`src/rtl/id_ex_stage_if.sv`:
```
// D->E pipeline boundary bus.
// master: decode/hazard-source side (drives D bundle, M/W destinations),
//         observes E bundle, hazard controls and event counters.
// slave : the id_ex_stage itself.
interface id_ex_stage_if #(
   parameter int unsigned DATA_W = 32,
   parameter int unsigned CNT_W  = 16
);
   // D-stage bundle
   logic              RegWriteD, MemtoRegD, MemWriteD, BranchD, ALUSrcD;
   logic [2:0]        ALUControlD;
   logic [DATA_W-1:0] RD1D, RD2D, ExtImmD;
   logic [3:0]        RA1D, RA2D, WA3D;
   // later-stage destinations for forwarding
   logic [3:0]        WA3M, WA3W;
   logic              RegWriteM, RegWriteW;
   // E-stage bundle
   logic              RegWriteE, MemtoRegE, MemWriteE, BranchE, ALUSrcE;
   logic [2:0]        ALUControlE;
   logic [DATA_W-1:0] RD1E, RD2E, ExtImmE;
   logic [3:0]        RA1E, RA2E, WA3E;
   // hazard controls and debug counters
   logic [1:0]        ForwardAE, ForwardBE;
   logic              StallF, StallD, FlushD;
   logic [CNT_W-1:0]  StallCount, FlushCount;

   modport master (
      output RegWriteD, MemtoRegD, MemWriteD, BranchD, ALUSrcD, ALUControlD,
             RD1D, RD2D, ExtImmD, RA1D, RA2D, WA3D,
             WA3M, WA3W, RegWriteM, RegWriteW,
      input  RegWriteE, MemtoRegE, MemWriteE, BranchE, ALUSrcE, ALUControlE,
             RD1E, RD2E, ExtImmE, RA1E, RA2E, WA3E,
             ForwardAE, ForwardBE, StallF, StallD, FlushD,
             StallCount, FlushCount
   );

   modport slave (
      input  RegWriteD, MemtoRegD, MemWriteD, BranchD, ALUSrcD, ALUControlD,
             RD1D, RD2D, ExtImmD, RA1D, RA2D, WA3D,
             WA3M, WA3W, RegWriteM, RegWriteW,
      output RegWriteE, MemtoRegE, MemWriteE, BranchE, ALUSrcE, ALUControlE,
             RD1E, RD2E, ExtImmE, RA1E, RA2E, WA3E,
             ForwardAE, ForwardBE, StallF, StallD, FlushD,
             StallCount, FlushCount
   );
endinterface

```
`src/rtl/id_ex_stage.sv`:
```
// Decode-to-execute pipeline register with hazard unit.
// Ports: clk, reset (async, active-low), bus (id_ex_stage_if.slave):
//   D bundle in, E bundle out (registered), M/W destinations in,
//   ForwardAE/BE, StallF/D, FlushD (combinational), Stall/FlushCount (registered).
module id_ex_stage #(
   parameter int unsigned DATA_W = 32,
   parameter int unsigned CNT_W  = 16
) (
   input logic          clk,
   input logic          reset,
   id_ex_stage_if.slave bus
);

   logic              load_use, branch_taken, stall, flush_e;
   logic              reg_write_q, mem_to_reg_q, mem_write_q, branch_q, alu_src_q;
   logic [2:0]        alu_ctrl_q;
   logic [DATA_W-1:0] rd1_q, rd2_q, imm_q;
   logic [3:0]        ra1_q, ra2_q, wa3_q;
   logic [CNT_W-1:0]  stall_cnt_q, flush_cnt_q;

   // M beats W; a matching write enable is required for either source.
   function automatic logic [1:0] fwd_sel(input logic [3:0] ra,
                                          input logic       rw_m, input logic [3:0] wa_m,
                                          input logic       rw_w, input logic [3:0] wa_w);
      if (rw_m && (ra == wa_m))      return 2'b10;
      else if (rw_w && (ra == wa_w)) return 2'b01;
      else                           return 2'b00;
   endfunction

   // Hazard detection; a taken branch makes the D instruction wrong-path,
   // so it suppresses the load-use stall.
   always_comb begin
      load_use     = mem_to_reg_q & reg_write_q &
                     ((bus.RA1D == wa3_q) | (bus.RA2D == wa3_q));
      branch_taken = branch_q;
      stall        = load_use & ~branch_taken;
      flush_e      = load_use | branch_taken;
   end

   // E register: loads D every cycle, or a zero bubble when flushed.
   always_ff @(posedge clk or negedge reset) begin
      if (!reset) begin
         reg_write_q  <= 1'b0;
         mem_to_reg_q <= 1'b0;
         mem_write_q  <= 1'b0;
         branch_q     <= 1'b0;
         alu_src_q    <= 1'b0;
         alu_ctrl_q   <= 3'd0;
         rd1_q        <= '0;
         rd2_q        <= '0;
         imm_q        <= '0;
         ra1_q        <= 4'd0;
         ra2_q        <= 4'd0;
         wa3_q        <= 4'd0;
      end else if (flush_e) begin
         reg_write_q  <= 1'b0;
         mem_to_reg_q <= 1'b0;
         mem_write_q  <= 1'b0;
         branch_q     <= 1'b0;
         alu_src_q    <= 1'b0;
         alu_ctrl_q   <= 3'd0;
         rd1_q        <= '0;
         rd2_q        <= '0;
         imm_q        <= '0;
         ra1_q        <= 4'd0;
         ra2_q        <= 4'd0;
         wa3_q        <= 4'd0;
      end else begin
         reg_write_q  <= bus.RegWriteD;
         mem_to_reg_q <= bus.MemtoRegD;
         mem_write_q  <= bus.MemWriteD;
         branch_q     <= bus.BranchD;
         alu_src_q    <= bus.ALUSrcD;
         alu_ctrl_q   <= bus.ALUControlD;
         rd1_q        <= bus.RD1D;
         rd2_q        <= bus.RD2D;
         imm_q        <= bus.ExtImmD;
         ra1_q        <= bus.RA1D;
         ra2_q        <= bus.RA2D;
         wa3_q        <= bus.WA3D;
      end
   end

   // Saturating hazard event counters.
   always_ff @(posedge clk or negedge reset) begin
      if (!reset) begin
         stall_cnt_q <= '0;
         flush_cnt_q <= '0;
      end else begin
         if (stall && (stall_cnt_q != '1))        stall_cnt_q <= stall_cnt_q + CNT_W'(1);
         if (branch_taken && (flush_cnt_q != '1)) flush_cnt_q <= flush_cnt_q + CNT_W'(1);
      end
   end

   assign bus.RegWriteE   = reg_write_q;
   assign bus.MemtoRegE   = mem_to_reg_q;
   assign bus.MemWriteE   = mem_write_q;
   assign bus.BranchE     = branch_q;
   assign bus.ALUSrcE     = alu_src_q;
   assign bus.ALUControlE = alu_ctrl_q;
   assign bus.RD1E        = rd1_q;
   assign bus.RD2E        = rd2_q;
   assign bus.ExtImmE     = imm_q;
   assign bus.RA1E        = ra1_q;
   assign bus.RA2E        = ra2_q;
   assign bus.WA3E        = wa3_q;

   assign bus.StallF      = stall;
   assign bus.StallD      = stall;
   assign bus.FlushD      = branch_taken;
   assign bus.ForwardAE   = fwd_sel(ra1_q, bus.RegWriteM, bus.WA3M, bus.RegWriteW, bus.WA3W);
   assign bus.ForwardBE   = fwd_sel(ra2_q, bus.RegWriteM, bus.WA3M, bus.RegWriteW, bus.WA3W);
   assign bus.StallCount  = stall_cnt_q;
   assign bus.FlushCount  = flush_cnt_q;

endmodule

```
`src/flat_wrapper.sv`:
```
// flat-port wrapper written by rule: the top's interface ports become plain ports
module id_ex_stage_flat 
#(
   parameter int unsigned DATA_W = 32,
   parameter int unsigned CNT_W  = 16
)
  (clk, reset, bus_RegWriteD, bus_MemtoRegD, bus_MemWriteD, bus_BranchD, bus_ALUSrcD, bus_ALUControlD, bus_RD1D, bus_RD2D, bus_ExtImmD, bus_RA1D, bus_RA2D, bus_WA3D, bus_WA3M, bus_WA3W, bus_RegWriteM, bus_RegWriteW, bus_RegWriteE, bus_MemtoRegE, bus_MemWriteE, bus_BranchE, bus_ALUSrcE, bus_ALUControlE, bus_RD1E, bus_RD2E, bus_ExtImmE, bus_RA1E, bus_RA2E, bus_WA3E, bus_ForwardAE, bus_ForwardBE, bus_StallF, bus_StallD, bus_FlushD, bus_StallCount, bus_FlushCount);
  id_ex_stage_if #(.DATA_W(DATA_W), .CNT_W(CNT_W)) bus_i ();
  input logic clk;
  input logic reset;
  input wire logic [$bits(bus_i.RegWriteD)-1:0] bus_RegWriteD;
  input wire logic [$bits(bus_i.MemtoRegD)-1:0] bus_MemtoRegD;
  input wire logic [$bits(bus_i.MemWriteD)-1:0] bus_MemWriteD;
  input wire logic [$bits(bus_i.BranchD)-1:0] bus_BranchD;
  input wire logic [$bits(bus_i.ALUSrcD)-1:0] bus_ALUSrcD;
  input wire logic [$bits(bus_i.ALUControlD)-1:0] bus_ALUControlD;
  input wire logic [$bits(bus_i.RD1D)-1:0] bus_RD1D;
  input wire logic [$bits(bus_i.RD2D)-1:0] bus_RD2D;
  input wire logic [$bits(bus_i.ExtImmD)-1:0] bus_ExtImmD;
  input wire logic [$bits(bus_i.RA1D)-1:0] bus_RA1D;
  input wire logic [$bits(bus_i.RA2D)-1:0] bus_RA2D;
  input wire logic [$bits(bus_i.WA3D)-1:0] bus_WA3D;
  input wire logic [$bits(bus_i.WA3M)-1:0] bus_WA3M;
  input wire logic [$bits(bus_i.WA3W)-1:0] bus_WA3W;
  input wire logic [$bits(bus_i.RegWriteM)-1:0] bus_RegWriteM;
  input wire logic [$bits(bus_i.RegWriteW)-1:0] bus_RegWriteW;
  output wire logic [$bits(bus_i.RegWriteE)-1:0] bus_RegWriteE;
  output wire logic [$bits(bus_i.MemtoRegE)-1:0] bus_MemtoRegE;
  output wire logic [$bits(bus_i.MemWriteE)-1:0] bus_MemWriteE;
  output wire logic [$bits(bus_i.BranchE)-1:0] bus_BranchE;
  output wire logic [$bits(bus_i.ALUSrcE)-1:0] bus_ALUSrcE;
  output wire logic [$bits(bus_i.ALUControlE)-1:0] bus_ALUControlE;
  output wire logic [$bits(bus_i.RD1E)-1:0] bus_RD1E;
  output wire logic [$bits(bus_i.RD2E)-1:0] bus_RD2E;
  output wire logic [$bits(bus_i.ExtImmE)-1:0] bus_ExtImmE;
  output wire logic [$bits(bus_i.RA1E)-1:0] bus_RA1E;
  output wire logic [$bits(bus_i.RA2E)-1:0] bus_RA2E;
  output wire logic [$bits(bus_i.WA3E)-1:0] bus_WA3E;
  output wire logic [$bits(bus_i.ForwardAE)-1:0] bus_ForwardAE;
  output wire logic [$bits(bus_i.ForwardBE)-1:0] bus_ForwardBE;
  output wire logic [$bits(bus_i.StallF)-1:0] bus_StallF;
  output wire logic [$bits(bus_i.StallD)-1:0] bus_StallD;
  output wire logic [$bits(bus_i.FlushD)-1:0] bus_FlushD;
  output wire logic [$bits(bus_i.StallCount)-1:0] bus_StallCount;
  output wire logic [$bits(bus_i.FlushCount)-1:0] bus_FlushCount;
  assign bus_i.RegWriteD = bus_RegWriteD;
  assign bus_i.MemtoRegD = bus_MemtoRegD;
  assign bus_i.MemWriteD = bus_MemWriteD;
  assign bus_i.BranchD = bus_BranchD;
  assign bus_i.ALUSrcD = bus_ALUSrcD;
  assign bus_i.ALUControlD = bus_ALUControlD;
  assign bus_i.RD1D = bus_RD1D;
  assign bus_i.RD2D = bus_RD2D;
  assign bus_i.ExtImmD = bus_ExtImmD;
  assign bus_i.RA1D = bus_RA1D;
  assign bus_i.RA2D = bus_RA2D;
  assign bus_i.WA3D = bus_WA3D;
  assign bus_i.WA3M = bus_WA3M;
  assign bus_i.WA3W = bus_WA3W;
  assign bus_i.RegWriteM = bus_RegWriteM;
  assign bus_i.RegWriteW = bus_RegWriteW;
  assign bus_RegWriteE = bus_i.RegWriteE;
  assign bus_MemtoRegE = bus_i.MemtoRegE;
  assign bus_MemWriteE = bus_i.MemWriteE;
  assign bus_BranchE = bus_i.BranchE;
  assign bus_ALUSrcE = bus_i.ALUSrcE;
  assign bus_ALUControlE = bus_i.ALUControlE;
  assign bus_RD1E = bus_i.RD1E;
  assign bus_RD2E = bus_i.RD2E;
  assign bus_ExtImmE = bus_i.ExtImmE;
  assign bus_RA1E = bus_i.RA1E;
  assign bus_RA2E = bus_i.RA2E;
  assign bus_WA3E = bus_i.WA3E;
  assign bus_ForwardAE = bus_i.ForwardAE;
  assign bus_ForwardBE = bus_i.ForwardBE;
  assign bus_StallF = bus_i.StallF;
  assign bus_StallD = bus_i.StallD;
  assign bus_FlushD = bus_i.FlushD;
  assign bus_StallCount = bus_i.StallCount;
  assign bus_FlushCount = bus_i.FlushCount;
  id_ex_stage #(.DATA_W(DATA_W), .CNT_W(CNT_W)) u_core (.clk(clk), .reset(reset), .bus(bus_i));
endmodule
```
`config.mk`:
```
export PLATFORM = sky130hd
export DESIGN_NAME = id_ex_stage_flat
export DESIGN_NICKNAME = d
export VERILOG_FILES = /design/src/rtl/id_ex_stage_if.sv /design/src/rtl/id_ex_stage.sv /design/src/flat_wrapper.sv
export SDC_FILE = /design/constraint.sdc
export NUM_CORES = 1
export LEC_CHECK = 0
export ABC_AREA = 1
export ABC_CLOCK_PERIOD_IN_PS = 1990
export BUFFER_PORTS_ARGS = -buffer_cell sky130_fd_sc_hd__buf_2
export CORE_MARGIN = 1.5
export CORE_UTILIZATION = 47
export CTS_BUF_LIST = sky130_fd_sc_hd__clkbuf_16
export DETAILED_ROUTE_END_ITERATION = 7
export PLACE_DENSITY = 0.9
export SYNTH_ARGS = -nofsm -noshare
export SYNTH_HDL_FRONTEND = slang
export SYNTH_SLANG_ARGS = --single-unit
```
`constraint.sdc`:
```
create_clock -name clk -period 1.99 [get_ports clk]
set_input_delay 0.398 -clock clk [delete_from_list [all_inputs] [get_ports clk]]
set_output_delay 0.398 -clock clk [all_outputs]
set_load 0.02 [all_outputs]
```
==> run_results.csv, run 1 <==
group,metric,value,unit
status,status,"complete, but fails checks",
status,violations,"negative setup slack",
floorplanning,core-area,12700,µm²
synth,synth_xor_area_frac,0.0430,
timing,rsz0062_at_grt,"true",
worst_setup_path,r2r_setup_slack,0.17,ns
timing,max_freq,502,MHz
clock_tree,root_buffer,"clkbuf_16",
clock_tree,cts_max_path_buffers,2,
grt,antenna_found_initial,3,
power,vdd_ir_drop_max,0.000793,V
synth,synth_area,6110,µm²
clock_tree,clk_pin_slew,0.06,ns
synth,ys_seq_area_frac,0.606,
synth,synth-simple-area-share,0.212,
synth,post_synth_mux_area_share,0,
min_path,hold_path_end,"u_core.bus.RD1E[16]$_DFF_PN0_",
synth,synthAdderAreaFrac,0.00410,
worst_setup_path,worst-path-max-fanout,3,
drt,drt-total-wl,16000,µm
floorplanning,ios,283,
worst_setup_path,reg2reg_to,"u_core.bus.RD1E[4]$_DFF_PN0_",
timing,whs,0.185,ns
worst_setup_path,r2r_cells,12,
floorplanning,die_h,117,µm
worst_setup_path,worstSetupPathType,"flop to output pin",
power,powerDensity,926,nW/µm²
worst_setup_path,end_kind,"output pin",
timing,max_slew_margin,0.624,
drt,first_pass_iters,4,
min_path,min_path_type,"primary input to flop",
timing,skew,0.0146,ns
power,power.total,7.77,mW
layout,drive_gt1_frac,0.347,
layout,fin_util,0.662,
timing,drv_slew,0,
synth,synth.distinct_cells,30,
placed_design,dp_hpwl,11800,µm
clock_tree,cts_tree,"yes",
synth,avgSynthCellArea,8.87,µm²
layout,fillerInstances,1001,
synth,ys_seq_elements,148,
clock_tree,cts_num_sinks,148,
timing,hold_violations,0,
grt,grt_pass1_wl,23500,µm
synth,synth_top_area_frac,0.606,
layout,syn2layout_area_growth,37.2,%
min_path,holdCritStartpoint,"bus_RD1D[16]",
floorplanning,row_count,41,
worst_setup_path,start_kind,"flop",
placed_design,port_buffers,282,
worst_setup_path,cp.arrival,1.60,ns
clock_tree,htree_levels,4,
grt,grt_max_degree,67,
drt,wire_per_inst,13.6,µm
timing,finalCriticalPeriod,1.99,ns
floorplanning,die_w,117,µm
clock_tree,clock_latency,0.42,ns
clock_tree,numCtsBuffers,17,
grt,track_usage,0.229,
timing,setup_slack,-0.00351,ns
drt,vias,5252,
timing,tightest_slew,0.558,ns
placed_design,gp_congestion,0.851,
grt,grt_pass1_vias,5049,
grt,overflow,0,
worst_setup_path,crit_required,1.59,ns
synth,syn_nets,819,
synth,ys_warn_count,0,
min_path,holdPathStages,3,
synth,synth-compound-area-share,0.0215,
synth,synthTopCellsByArea,"dfrtp_1 61%, inv_1 9.2%, nor2_1 9.1%, nand2_1 8.2%, xor2_1 3.0%",
floorplanning,dieArea,13700,µm²
timing,finalSetupViolations,2,
layout,final_net_count,1116,
timing,fin_crit_sh,1.00,
floorplanning,start_util,0.482,
power,leakagePower,4.97,nW
flow_run,cap_viol_max_count,0,
drt,drtIter0Drc,370,
worst_setup_path,timing.rr.start,"u_core.bus.WA3E[2]$_DFF_PN0_",
drt,avgViaCountPerCell,4.48,
synth,syn-instance-count,689,
drt,route.detailed.drc,0,
synth,synth.largest_area_cell,"dfrtp_1",
synth,synth_top_family_by_area,"simple AND/OR/NAND/NOR gates",
drt,ant_nets,0,
[layout by cell type, fill, tap and decap left out, types with 3 or more instances in the layout]
cell type,count
buf_2,277
nor2_1,148
dfrtp_1,146
inv_1,145
nand2_1,133
xor2_1,21
clkbuf_16,17
nand3_1,12
buf_4,11
xnor2_1,9
o21ai_0,6
nand4_1,6
nor3_1,6
o21ai_1,6
inv_2,5
clkinvlp_4,5
o22ai_1,4
buf_12,4
nand2_2,3
buf_6,3
[how the worst max path moves through the flow]
stage               cells past startpoint                                    to                            startpoint  slack [ns]
floorplan                               3                      bus_ForwardBE[0]          u_core.bus.RA2E[2]$_DFF_PN0_        0.14
detailed placement                      7  u_core.bus.FlushCount[0]$_DFFE_PN0P_  u_core.bus.FlushCount[0]$_DFFE_PN0P_        0.15
global route                            5                      bus_ForwardAE[0]          u_core.bus.RA1E[3]$_DFF_PN0_       -0.07
finish                                  4                      bus_ForwardAE[1]          u_core.bus.RA1E[3]$_DFF_PN0_      -0.004
CTS                                     5                      bus_ForwardAE[0]          u_core.bus.RA1E[0]$_DFF_PN0_        0.01
global placement                        7  u_core.bus.FlushCount[0]$_DFFE_PN0P_  u_core.bus.FlushCount[0]$_DFFE_PN0P_        0.25
[layer usage]
metal | wire length, µm | share of wire | vias to the layer above | GRT usage
met5 | 13 | 0.00081 | - | 0
met4 | 231 | 0.014 | 2 | 0.0835
met3 | 1030 | 0.064 | 19 | 0.0731
met2 | 8670 | 0.54 | 195 | 0.411
met1 | 6030 | 0.38 | 2444 | 0.256
li1 | - | - | 2592 | -
[stage by stage]
step           std cells  setup slack [ns]  area, µm²  TNS [ns]
2_1_floorplan        689             0.139       6120         0
3_3_place_gp        1131             0.250       7730         0
3_5_place_dp        1131             0.150       7730         0
4_1_cts             1165           0.00985       8320         0
5_1_grt             1171           -0.0676       8380    -0.262
6_report            1172          -0.00351       8380  -0.00404
[state kept, by name, indices dropped and copies added (netlist names)]
register,count
u_core.bus.FlushCount,16
u_core.bus.RD1E,32
u_core.bus.StallCount,16
u_core.bus.MemtoRegE,1
u_core.bus.ExtImmE,32
u_core.bus.RegWriteE,1
u_core.bus.WA3E,4
u_core.bus.ALUControlE,3
u_core.bus.RA1E,4
u_core.bus.BranchE,1
u_core.bus.RD2E,32
u_core.bus.RA2E,4
u_core.bus.MemWriteE,1
u_core.bus.ALUSrcE,1
[cell usage after synthesis]
cell	instances
buf_2	8
a211oi_1	1
nand3_1	12
nand2_1	133
o21ai_0	6
nor4_1	2
nand2_2	5
a21boi_2	1
nor3_4	1
o21ai_1	6
o211ai_1	1
nand3_2	1
inv_1	149
inv_2	1
nand4_1	6
ha_1	2
a21oi_1	1
nor2_2	1
nand4_2	1
o22ai_1	5
buf_4	7
nor2_1	148
nand3b_1	2
o221ai_1	1
xor2_1	21
dfrtp_1	148
nor3_1	6
buf_6	3
xnor2_1	9
nor2_4	1
[layout make-up]
class	count	area, µm²	area share
flip-flops and latches	148	3710	0.442
multi-input cells	373	1760	0.210
repair buffers	296	1590	0.190
inverters	150	566	0.0675
clock buffers	17	425	0.0507
well taps	172	215	0.0257
clock inverters	14	115	0.0137
diodes	2	5.00	0.000597
[where the power goes]
group | internal, mW | switching, mW
sequential | 3.27 | 0.158
clock | 1.70 | 1.22
combinational | 0.493 | 0.924
[critical path, stage by stage, from the launching register on]
cell and delay, ns:
dfrtp_1 0.41, inv_1 0.12, o22ai_1 0.11, nor4_2 0.32, buf_2 0.23
[timing repair]
action	in CTS	in global routing
setup endpoints to repair	2	16
pin swaps	1	5
hold endpoints to repair	36	0
buffers inserted	2	5
gates resized for setup	7	11
hold buffers	1	0
[cells by family after synthesis]
group	after synthesis
AO/OA/AOI/OAI	22
XOR/XNOR	30
adder cells (fa/ha/maj)	2
buffers and inverters	168
flip-flops	148
AND/OR/NAND/NOR	319
(Power assumes the default switching activity.)
==> run 2: changes to the inputs <==
--- a/config.mk
+++ b/config.mk
@@ -13,5 +13,5 @@
 export CTS_BUF_LIST = sky130_fd_sc_hd__clkbuf_16
 export DETAILED_ROUTE_END_ITERATION = 7
-export PLACE_DENSITY = 0.9
+export PLACE_DENSITY = 0.8
 export SYNTH_ARGS = -nofsm -noshare
 export SYNTH_HDL_FRONTEND = slang
==> constraint.sdc (replaced) <==
create_clock -name clk -period 1.99 [get_ports clk]
set_input_delay 0.199 -clock clk [delete_from_list [all_inputs] [get_ports clk]]
set_output_delay 0.199 -clock clk [all_outputs]
set_load 0.02 [all_outputs]
==> run 2 against run 1 <==
  * The flow now finishes without violations
  * Largest cell class unchanged
  * Setup slack better by 0.15 ns
  * Highest routed layer is now met4
  * Die area stayed put
  * Critical endpoint is now bus_StallD
  * Combinational power is 12% higher
  * First-iteration DRC count is 8.6% higher
==> run_results.csv, run 2 (synthesis results as in run 1) <==
group,metric,value,unit
status,status,"completed",
floorplanning,start_util,0.482,
layout,seq_area,3700,µm²
layout,fillerInstances,876,
clock_tree,cts_max_path_buffers,2,
power,vdd_ir_drop_max,0.000710,V
floorplanning,dieArea,13700,µm²
timing,fin_crit_sh,0.925,
power,leakagePower,5.42,nW
layout,final_net_count,1217,
timing,drv_slew,0,
clock_tree,cts_num_sinks,148,
worst_setup_path,worstSetupPathType,"flop to output pin",
drt,avgViaCountPerCell,4.66,
clock_tree,root_buffer,"clkbuf_16",
layout,fin_area,9420,µm²
clock_tree,clock_latency,0.43,ns
timing,max_slew_margin,0.651,
power,power.total,8.35,mW
timing,fin_setup_tns,0,ns
clock_tree,numCtsBuffers,17,
floorplanning,row_count,41,
placed_design,dp_hpwl,11500,µm
clock_tree,clk_pin_slew,0.06,ns
power,sequentialPowerShare,0.414,
timing,setup_slack,0.149,ns
placed_design,dpl_cell_area,7700,µm²
floorplanning,core-area,12700,µm²
drt,first_pass_iters,5,
worst_setup_path,cp.arrival,1.64,ns
drt,drtIter0Drc,402,
power,p_clk_frac,0.396,
placed_design,gp_congestion,0.836,
timing,hold_violations,0,
drt,vias,5939,
layout,mostFrequentLayoutCell,"buf_2",
floorplanning,die_w,117,µm
grt,grt_pass1_vias,6119,
worst_setup_path,worst-path-max-fanout,4,
flow_run,cap_viol_max_count,0,
layout,multi_input_area,1730,µm²
timing,skew,0.0126,ns
layout,fin_util,0.743,
power,switching_share,0.298,
floorplanning,die_h,117,µm
worst_setup_path,crit_required,1.79,ns
grt,grt_pass1_wl,30100,µm
drt,ant_nets,0,
drt,wire_per_inst,15.8,µm
timing,finalCriticalPeriod,1.84,ns
min_path,min_path_type,"primary input to flop",
timing,rsz0062_at_grt,"true",
drt,route.detailed.drc,0,
floorplanning,ios,283,
drt,drt-total-wl,20100,µm
layout,drive_gt1_frac,0.302,
worst_setup_path,start_kind,"flop",
power,p_int,5.86,mW
placed_design,pre_cts_slack,0.130,ns
grt,track_usage,0.300,
timing,finalSetupViolations,0,
layout,final_cell_mix,"281 x buf_2, 150 x inv_1, 148 x nor2_1, 148 x dfrtp_1, 133 x nand2_1",
grt,antenna_found_initial,3,
timing,max_freq,543,MHz
clock_tree,cts_tree,"yes",
placed_design,port_buffers,282,
worst_setup_path,end_kind,"output pin",
grt,grt_max_degree,58,
power,p_comb_frac,0.190,
clock_tree,htree_levels,4,
power,p_sw,2.49,mW
layout,syn2layout_area_growth,54.2,%
grt,overflow,0,
power,powerDensity,887,nW/µm²
timing,tightest_slew,0.518,ns
run 2: critical path, stage by stage, from the launching register on:
cell	delay, ns
dfrtp_1	0.38
inv_1	0.07
nand2_1	0.06
nand2_1	0.05
nor2_1	0.09
nand2_1	0.07
nand2_2	0.11
nand3_2	0.11
inv_1	0.11
buf_2	0.17
run 2: routing by layer:
metal / share of wire / track usage / routed length, µm / up-vias
met4: 0.049 / 0.181 / 976 / 0
met2: 0.52 / 0.515 / 10500 / 282
met1: 0.36 / 0.326 / 7270 / 2779
met5: 0 / 0 / 0 / -
li1: - / - / - / 2802
met3: 0.070 / 0.0947 / 1420 / 76
run 2: cell type report:
| cell class | count | area share |
|---|---|---|
| clock inverters | 15 | 0.0191 |
| flip-flops and latches | 148 | 0.393 |
| diodes | 3 | 0.000797 |
| inverters | 150 | 0.0598 |
| well taps | 172 | 0.0228 |
| repair buffers | 397 | 0.275 |
| multi-input cells | 373 | 0.184 |
| clock buffers | 17 | 0.0452 |
run 2: power groups by stage:
| stage | sequential, mW | clock (mW) | combinational [mW] |
|---|---|---|---|
| 2_1_floorplan | 3.80 | 0 | 0.455 |
| 3_3_place_gp | 3.47 | 0 | 1.34 |
| 3_5_place_dp | 3.49 | 0 | 1.37 |
| 4_1_cts | 3.43 | 3.33 | 1.55 |
| 5_1_grt | 3.48 | 3.49 | 1.73 |
| 6_report | 3.46 | 3.31 | 1.59 |
run 2: stage by stage:
stage,std cells,hold WS (ns)
detailed placement,1131,0.144
global route,1275,0.0260
floorplan,689,-0.0966
CTS,1272,0.000926
global placement,1131,0.143
finish,1275,0.0162
run 2: path summary, 6_finish.rpt:
kind	start	endpoint	slack [ns]	depth (start not counted)
setup / recovery	u_core.bus.WA3E[0]$_DFF_PN0_	bus_StallD	0.15	9
hold / removal	bus_RA2D[0]	u_core.bus.RA2E[0]$_DFF_PN0_	0.02	3
setup reg to reg	u_core.bus.FlushCount[0]$_DFFE_PN0P_	u_core.bus.FlushCount[10]$_DFFE_PN0P_	0.17	7
hold reg to reg	u_core.bus.FlushCount[12]$_DFFE_PN0P_	u_core.bus.FlushCount[12]$_DFFE_PN0P_	0.53	1
max in group asynchronous	reset	u_core.bus.ExtImmE[8]$_DFF_PN0_	1.08	3
min in group asynchronous	reset	u_core.bus.FlushCount[2]$_DFFE_PN0P_	0.28	2
run 2: what timing repair did:
| item | CTS | global route |
|---|---|---|
| hold endpoints to repair | 148 | 0 |
| buffers inserted | 0 | 0 |
| gates resized for setup | 0 | 2 |
| hold buffers | 109 | 0 |
| setup endpoints to repair | 0 | 17 |
